===== src/rtl/serial_uart_bridge.sv =====
// serial_uart_bridge: byte-wide processor serial port to 8N1 UART.
// TX bytes are queued in a small FIFO and shifted out LSB first. RX frames
// land in a single holding register that the processor pops.
module serial_uart_bridge #(
   parameter int unsigned CLKS_PER_BIT  = 16,
   parameter int unsigned TX_DEPTH_LOG2 = 4
) (
   input  logic       clock,
   input  logic       reset,
   input  logic [7:0] wr_data_in,
   input  logic       wr_en_in,
   output logic       ready_out,
   input  logic       rd_en_in,
   output logic [7:0] rd_data_out,
   output logic       valid_out,
   input  logic       uart_rx_in,
   output logic       uart_tx_out,
   output logic       tx_busy_out,
   output logic       rx_overrun_out,
   output logic       rx_frame_err_out
);

   localparam int unsigned DEPTH = 2 ** TX_DEPTH_LOG2;
   localparam int unsigned CW    = $clog2(CLKS_PER_BIT);

   localparam logic [CW-1:0]          BIT_LAST  = CW'(CLKS_PER_BIT - 1);
   localparam logic [CW-1:0]          HALF_LAST = CW'(CLKS_PER_BIT / 2 - 1);
   localparam logic [TX_DEPTH_LOG2:0] FIFO_FULL = (TX_DEPTH_LOG2 + 1)'(DEPTH);

   typedef enum logic [1:0] {TX_IDLE, TX_START, TX_DATA, TX_STOP} tx_state_t;
   typedef enum logic [1:0] {RX_IDLE, RX_START, RX_DATA, RX_STOP} rx_state_t;

   // ---------------------------------------------------------------- TX FIFO
   logic [7:0]               fifo_mem [DEPTH];
   logic [TX_DEPTH_LOG2-1:0] wr_ptr;
   logic [TX_DEPTH_LOG2-1:0] rd_ptr;
   logic [TX_DEPTH_LOG2:0]   fifo_count;
   logic                     fifo_empty;
   logic                     fifo_push;
   logic                     fifo_pop;

   tx_state_t                tx_state;
   logic [7:0]               tx_shift;
   logic [CW-1:0]            tx_cnt;
   logic [2:0]               tx_bit;
   logic                     tx_line;

   assign fifo_empty = (fifo_count == '0);
   assign ready_out  = (fifo_count != FIFO_FULL);
   assign fifo_pop   = (tx_state == TX_IDLE) && !fifo_empty;
   // A push while full is still taken when the transmitter pops on the same edge.
   assign fifo_push  = wr_en_in && (ready_out || fifo_pop);

   assign tx_busy_out = (tx_state != TX_IDLE) || !fifo_empty;
   assign uart_tx_out = tx_line;

   // FIFO storage; contents need no reset because the pointers define validity
   always_ff @(posedge clock) begin
      if (fifo_push) begin
         fifo_mem[wr_ptr] <= wr_data_in;
      end
   end

   // FIFO pointers and occupancy
   always_ff @(posedge clock) begin
      if (!reset) begin
         wr_ptr     <= '0;
         rd_ptr     <= '0;
         fifo_count <= '0;
      end else begin
         if (fifo_push) begin
            wr_ptr <= wr_ptr + 1'b1;
         end
         if (fifo_pop) begin
            rd_ptr <= rd_ptr + 1'b1;
         end
         case ({fifo_push, fifo_pop})
            2'b10:   fifo_count <= fifo_count + 1'b1;
            2'b01:   fifo_count <= fifo_count - 1'b1;
            default: fifo_count <= fifo_count;
         endcase
      end
   end

   // TX framer: start, 8 data bits LSB first, stop; each lasts CLKS_PER_BIT clocks
   always_ff @(posedge clock) begin
      if (!reset) begin
         tx_state <= TX_IDLE;
         tx_shift <= '0;
         tx_cnt   <= '0;
         tx_bit   <= '0;
         tx_line  <= 1'b1;
      end else begin
         case (tx_state)
            TX_IDLE: begin
               tx_line <= 1'b1;
               tx_cnt  <= '0;
               if (!fifo_empty) begin
                  tx_shift <= fifo_mem[rd_ptr];
                  tx_line  <= 1'b0;
                  tx_state <= TX_START;
               end
            end
            TX_START: begin
               if (tx_cnt == BIT_LAST) begin
                  tx_cnt   <= '0;
                  tx_bit   <= '0;
                  tx_line  <= tx_shift[0];
                  tx_state <= TX_DATA;
               end else begin
                  tx_cnt <= tx_cnt + 1'b1;
               end
            end
            TX_DATA: begin
               if (tx_cnt == BIT_LAST) begin
                  tx_cnt <= '0;
                  if (tx_bit == 3'd7) begin
                     tx_line  <= 1'b1;
                     tx_state <= TX_STOP;
                  end else begin
                     tx_bit   <= tx_bit + 1'b1;
                     tx_line  <= tx_shift[1];
                     tx_shift <= {1'b0, tx_shift[7:1]};
                  end
               end else begin
                  tx_cnt <= tx_cnt + 1'b1;
               end
            end
            TX_STOP: begin
               tx_line <= 1'b1;
               if (tx_cnt == BIT_LAST) begin
                  tx_cnt   <= '0;
                  tx_state <= TX_IDLE;
               end else begin
                  tx_cnt <= tx_cnt + 1'b1;
               end
            end
            default: tx_state <= TX_IDLE;
         endcase
      end
   end

   // ---------------------------------------------------------------- RX path
   logic          rx_sync1;
   logic          rx_sync2;
   rx_state_t     rx_state;
   logic [CW-1:0] rx_cnt;
   logic [2:0]    rx_bit;
   logic [7:0]    rx_shift;
   logic          rx_armed;
   logic          rx_complete;

   // Completion is the stop-bit mid-sample reading high
   assign rx_complete = (rx_state == RX_STOP) && (rx_cnt == BIT_LAST) && rx_sync2;

   // Two-flop synchroniser for the asynchronous RX line
   always_ff @(posedge clock) begin
      if (!reset) begin
         rx_sync1 <= 1'b1;
         rx_sync2 <= 1'b1;
      end else begin
         rx_sync1 <= uart_rx_in;
         rx_sync2 <= rx_sync1;
      end
   end

   // RX deframer; after a bad stop bit the line must go high before re-arming
   always_ff @(posedge clock) begin
      if (!reset) begin
         rx_state         <= RX_IDLE;
         rx_cnt           <= '0;
         rx_bit           <= '0;
         rx_shift         <= '0;
         rx_armed         <= 1'b1;
         rx_frame_err_out <= 1'b0;
      end else begin
         rx_frame_err_out <= 1'b0;
         case (rx_state)
            RX_IDLE: begin
               rx_cnt <= '0;
               if (!rx_armed) begin
                  if (rx_sync2) begin
                     rx_armed <= 1'b1;
                  end
               end else if (!rx_sync2) begin
                  rx_state <= RX_START;
               end
            end
            RX_START: begin
               if (rx_cnt == HALF_LAST) begin
                  rx_cnt <= '0;
                  rx_bit <= '0;
                  if (rx_sync2) begin
                     rx_state <= RX_IDLE;
                  end else begin
                     rx_state <= RX_DATA;
                  end
               end else begin
                  rx_cnt <= rx_cnt + 1'b1;
               end
            end
            RX_DATA: begin
               if (rx_cnt == BIT_LAST) begin
                  rx_cnt   <= '0;
                  rx_shift <= {rx_sync2, rx_shift[7:1]};
                  if (rx_bit == 3'd7) begin
                     rx_state <= RX_STOP;
                  end else begin
                     rx_bit <= rx_bit + 1'b1;
                  end
               end else begin
                  rx_cnt <= rx_cnt + 1'b1;
               end
            end
            RX_STOP: begin
               if (rx_cnt == BIT_LAST) begin
                  rx_cnt   <= '0;
                  rx_state <= RX_IDLE;
                  if (!rx_sync2) begin
                     rx_frame_err_out <= 1'b1;
                     rx_armed         <= 1'b0;
                  end
               end else begin
                  rx_cnt <= rx_cnt + 1'b1;
               end
            end
            default: rx_state <= RX_IDLE;
         endcase
      end
   end

   // Holding register: a read on the completion edge frees the slot for the new byte
   always_ff @(posedge clock) begin
      if (!reset) begin
         rd_data_out    <= '0;
         valid_out      <= 1'b0;
         rx_overrun_out <= 1'b0;
      end else if (rx_complete) begin
         if (!valid_out || rd_en_in) begin
            rd_data_out <= rx_shift;
            valid_out   <= 1'b1;
         end else begin
            rx_overrun_out <= 1'b1;
         end
      end else if (rd_en_in && valid_out) begin
         valid_out <= 1'b0;
      end
   end

endmodule


===== config.mk =====
export PLATFORM = sky130hd
export DESIGN_NAME = serial_uart_bridge
export DESIGN_NICKNAME = d
export VERILOG_FILES = /design/src/rtl/serial_uart_bridge.sv
export SDC_FILE = /design/constraint.sdc
export NUM_CORES = 1
export LEC_CHECK = 0
export CAP_MARGIN = 10
export CORE_MARGIN = 10
export CORE_UTILIZATION = 55
export DETAILED_ROUTE_END_ITERATION = 12
export PLACE_DENSITY = 0.84
export SYNTH_ARGS = -nofsm -noshare
export SYNTH_HDL_FRONTEND = slang
export SYNTH_SLANG_ARGS = --single-unit

===== constraint.sdc =====
create_clock -name clock -period 3.1 [get_ports clock]
set_input_delay 0.62 -clock clock [delete_from_list [all_inputs] [get_ports clock]]
set_output_delay 0.62 -clock clock [all_outputs]
set_load 0.005 [all_outputs]

; ---- Word level (Yosys, flattened, before mapping)
; Memories as Yosys holds them, arrays and structs flattened. A register that Yosys moved wholly into a read port is not among the register bits.
; Index checks and enable logic that the tools add are counted.
[word_totals]
reg_bits = 62
ram_bits = 128
input_bits = 13
out_inout_bits = 14
word_cells = 142
n_memories = 1
[op_classes]
addsub = 8
n_eq_ne = 29
n_mux = 50
bitwise = 1
n_reduce_logical = 34
[mem_list]
columns = memory, words, width, read_ports, rd_ports_with_merged_regs, wr, line
row1 = fifo_mem, 16, 8, 1, 1, 1, 34  ; logic [7:0] fifo_mem [DEPTH];
[op_table]
columns = operator, count
row1 = "2-bit != test, second input constant", 13
row2 = 2-bit two-way mux, 12
row3 = 8-bit two-way mux, 3
row4 = 4-bit two-way mux, 5
row5 = 3-bit two-way mux, 6
row6 = "4-bit by 1-bit adder with 4-bit output, second input constant", 4
row7 = 2-bit one-hot mux with 4 select lines, 2
row8 = 8-bit one-hot mux with 2 select lines, 1
row9 = 1-bit two-way mux, 14
row10 = 2-bit nonzero test, 7
row11 = 3-bit one-hot mux with 2 select lines, 2
row12 = 4-bit one-hot mux with 3 select lines, 1
row13 = 4-bit AND reduction, 3
row14 = "2-bit == test, second input constant", 5
row15 = 5-bit one-hot mux with 2 select lines, 1
row16 = 2-bit AND reduction, 5
row17 = "4-bit == test, second input constant", 2
row18 = 4-bit one-hot mux with 2 select lines, 1
row19 = "3-bit by 1-bit adder with 3-bit output, second input constant", 2
row20 = "2-bit by 1-bit == test with 1-bit output, second input constant", 3
row21 = "3-bit == test, second input constant", 2
row22 = 3-bit AND reduction, 2
row23 = 6-bit AND reduction, 1
row24 = "5-bit by 1-bit adder with 5-bit output, second input constant", 1
row25 = other kinds (15), 24

; ---- Logic depth before layout (Yosys ltp)
[depth]
word_depth = 7
depth_mapped = 13
ltp_nobuf = 12

; ---- Worst setup path before layout
; Ideal clock, no wire load.
[synth_timing]
path_kind = register to register
startpoint = register fifo_count[1]
endpoint = register fifo_count[4]
setup_time_ps = 70
t_arrival_ps = 2822
required_time_ps = 3030
slack_ps = 207
stages_incl_launch_ff = 14
path_buffers = 2
synth_period_minus_slack_ps = 2893
path_cell_list = dfxtp_1 > buf_6 > or4_4 > o31a_1 > buf_6 > inv_1 > ha_1 > xor2_1 > ha_1 > a211o_1 > a21oi_1 > a221oi_1 > or3_1 > a21oi_1
[synth_between]
elab_chain_cells = 7
word_cells_on_any_way = 12
cone_classes = add/sub: 2 / eq/ne: 3 / mux: 1 / reduce/logical: 6
[synth_rtl]
columns = item, line
row1 = start: declaration, 37  ; logic [TX_DEPTH_LOG2:0] fifo_count;
row2 = start signal: assignment, 78  ; 2'b10: fifo_count <= fifo_count + 1'b1;
row3 = start signal: assignment, 79  ; 2'b01: fifo_count <= fifo_count - 1'b1;
row4 = start signal: assignment, 80  ; default: fifo_count <= fifo_count;
row5 = 5-bit logical NOT, 48  ; assign fifo_empty = (fifo_count == '0);
row6 = 1-bit logical NOT, --
row7 = 1-bit logical AND, 50  ; assign fifo_pop = (tx_state == TX_IDLE) && !fifo_empty;
row8 = 1-bit logical OR, 52  ; assign fifo_push = wr_en_in && (ready_out || fifo_pop);
row9 = 1-bit logical AND, 52
row10 = 2-bit by 1-bit == test with 1-bit output or 2-bit == test (tied branches), 77  ; case ({fifo_push, fifo_pop})
row11 = 5-bit one-hot mux with 2 select lines or 2-bit nonzero test (tied branches), --
; Several ways; a longest one is shown, not always the timed one.
; A chain may end at the register's enable or synchronous reset.

; ---- Final worst setup path
; Same ends and word-level chain as after synthesis.

==> results.md <==
- CP Capture Type: flip-flop
- Warnings from Yosys: 0
- Routed len/inst: roughly 20 um
- Final setup violation count: 0
- EDFF count, synth: roughly 130
- RSZ-0062 raised after global routing: false
- Tmin final: 2.84 ns
- Synth unique cells: 57
- Area Overhead vs Synth: 12.5%
- Worst EP arrival: roughly 3.2 ns
- Max Fclk: between 300 and 400 MHz
- Post-CTS Repair Setup Buffers: 0
- Diode count: 0
- Starting Density: 0.557
- Die width: 141 um
- Reg clk slew, reported paths: roughly 0.07 ns
- Placer congestion estimate: 0.767
- First drt pass iteration count: 5
- Worst hold path class: flip-flop to flip-flop
- CTS tree: done
- CTS buffer count: 17
- CP cell instances: or4_4 > o31a_1 > inv_1 > ha_1 > xor2_1 > ha_1 > a211o_1 > a21oi_1 > a221oi_1 > or3_1 > a21oi_1
- H-tree depth: 4
- Ports: 27
- Largest net degree at the start of global routing: 38
- Clk_skew: about 0.011 ns
- Worst-Margin Slew: around 0.63 ns
- DR vias: 4732
- Die height: 141 um
- Crit start category: flip-flop
- Gr usage total: 0.161
- Antenna Nets Post-Route: 0
- Cts repair resizes: 0
- R2r setup slk: between 0.2 and 0.3 ns
- Clock Path Buffers: 2
- Clk_lat worst skew: between 0.4 and 0.5 ns
- Root buf cell: clkbuf_16
- Run status: finished clean
- First-pass GRT wire length: between 20000 and 30000 um
- Slew HR: 0.577
- Final Routed Wirelength: approximately 16000 um
- Mapped Area: 8000 um^2
- Ys async rst share: 0
- DIE AREA: between 15000 and 20000 um^2
- Placed cell areas: 8430 um^2
- Top_reg_cell synth: edfxtp_1
- Final net count: 632
- Max-Cap Viols: 0
- Peak VDD IR: between 0.4 and 0.5 mV
- Fraction of layout instances using a drive strength above 1: 0.136
- Detailed placement HPWL: roughly 10000 um
- DR iter-0 viols: 418
- Top-area cell type share of the netlist area: 0.480
- Vias in the first global route: 4746
- Most frequent cell after synthesis: edfxtp_1
- Sink Count: around 190
- Fin util: 0.627
- Final TNS setup: 0 ns
- WHS: 0.433 ns
- Path type of the worst setup path: flip-flop to flip-flop
- Fin crit share: 0.917
- Initial antenna violation count: 0
- Critical Path Fanout Max: 9
- Leak: 3.02 nW
- Reg-to-reg startpoint: fifo_count[1]
- Port Buffers: 26
- Final instance area: around 9000 um^2
- # rows: 44
- Mean Syn Cell Area: roughly 14 um^2
- Final hold vios: 0
- Hold buffers post-CTS: 0
- Crit path from: fifo_count[1]
- Crit-path slowest cell: or4_4
- Pwr Density: about 730 nW/um^2
- CP endpoint: fifo_count[4]
- # DRC: 0
- Top post-synthesis cells by area: edfxtp_1 (48%), dfxtp_1 (17%), mux4_2 (6.5%), ha_1 (3.1%), nor2_1 (2.3%)
- Gr ovfl total: 0
- Worst Reg2Reg Path Length in Cells: 11
- Largest stage delay, worst path: approximately 0.54 ns
- Sequential area share after synthesis: 0.646
- Syn nets: around 600
- Critical path required time: 3.47 ns
- Slew Limit Fails: 0
- Mapped Cells: roughly 570
- Hold Path Stages: 1
- Biggest area consumer among synthesized cells: edfxtp_1
- Core Region: approximately 14000 um^2
- Synth Register Bits: around 190
- Most frequent cells after synthesis: edfxtp_1 (128), dfxtp_1 (66), nor2_1 (49)
- Vias per cell: roughly 5.9
- R2r endpoint: fifo_count[4]
==> flip-flops by register name, summed over array words and instances (netlist names), named ones only <==
name / count
fifo_mem: 128
rx_bit: 3
rx_frame_err_out: 1
rx_cnt: 4
valid_out: 1
rx_shift: 8
rd_data_out: 8
uart_tx_out: 1
fifo_count: 5
tx_state: 2
rx_state: 1
tx_shift: 8
rx_armed: 1
rx_sync2: 1
wr_ptr: 4
rd_ptr: 4
tx_bit: 3
rx_overrun_out: 1
tx_cnt: 4
rx_sync1: 1
==> through the flow <==
step	power [mW]	setup WS, ns	cells
5_1_grt	6.86	0.116	796
2_1_floorplan	4.12	0.207	569
3_5_place_dp	4.51	0.152	764
6_report	6.57	0.258	796
4_1_cts	6.60	0.291	796
3_3_place_gp	4.41	0.226	764
==> logic make-up (layout without fill, tap and decap cells) <==
kind of cell	count (synthesis)	count (layout)	synth area share
AOI/OAI and AO/OA	99	99	0.0816
xor gates and xnor gates	14	14	0.0153
adders and majority gates	20	20	0.0313
buffers and inverters	47	90	0.0292
DFF	194	194	0.646
muxes	51	51	0.107
and+or+nand+nor	144	144	0.0901
==> worst max-delay path, delay by kind of cell (launching register included) <==
kind	cells	cell delay [ns]
AO/OA/AOI/OAI	5	0.91
AND/OR/NAND/NOR	2	0.86
XOR/XNOR	1	0.07
buffers and inverters	1	0.12
adder cells (fa/ha/maj)	2	0.41
flip-flops	1	0.40
==> area by class of cell <==
type | count | area (um^2)
clock buffers | 18 | 429
inverters | 18 | 67.6
fillers | 979 | 5370
clock inverters | 14 | 143
repair buffers | 40 | 365
multi-input cells | 328 | 2600
well taps | 184 | 230
flip-flops and latches | 194 | 5170
==> per-layer routing <==
layer  global-route usage  vias to the layer above  wire length [um]
met4               0.0505                        0               215
li1                     -                     2197                 -
met2                0.263                      167              7760
met3               0.0443                       20              1050
met1                0.204                     2348              6660
met5                    0                        -                 0
==> placed cells by master (no fill, tap or decap), types with 5 or more instances in the layout <==
cell,n
a2111oi_0,5
a21oi_1,28
a221oi_1,6
a22o_1,5
and2_1,16
buf_4,14
clkbuf_16,17
clkdlybuf4s50_1,26
dfxtp_1,65
edfxtp_1,128
ha_1,20
inv_1,17
inv_8,5
mux2_2,7
mux2i_1,18
mux4_2,23
nand2_1,25
nand2b_1,8
nand3_1,9
nand4_1,6
nor2_1,49
nor2b_1,13
nor3_1,6
o21ai_0,24
o31ai_1,6
xnor2_1,5
xor2_1,9
==> worst min path at each step <==
stage          slack (ns)  startpoint        end
4_1_cts              0.44    rx_sync1   rx_sync2
3_3_place_gp         0.43   tx_cnt[0]  tx_cnt[0]
3_5_place_dp         0.40    rx_sync1   rx_sync2
2_1_floorplan        0.39    rx_sync1   rx_sync2
6_report             0.43    rx_sync1   rx_sync2
5_1_grt              0.45    rx_sync1   rx_sync2
==> power by group <==
group | switching (mW) | internal [mW] | leakage (nW)
Sequential | 0.144 | 2.89 | 1.69
Combinational | 0.764 | 0.678 | 1.06
Clock | 1.03 | 1.07 | 0.274
Power figures use the tool's default switching activity.
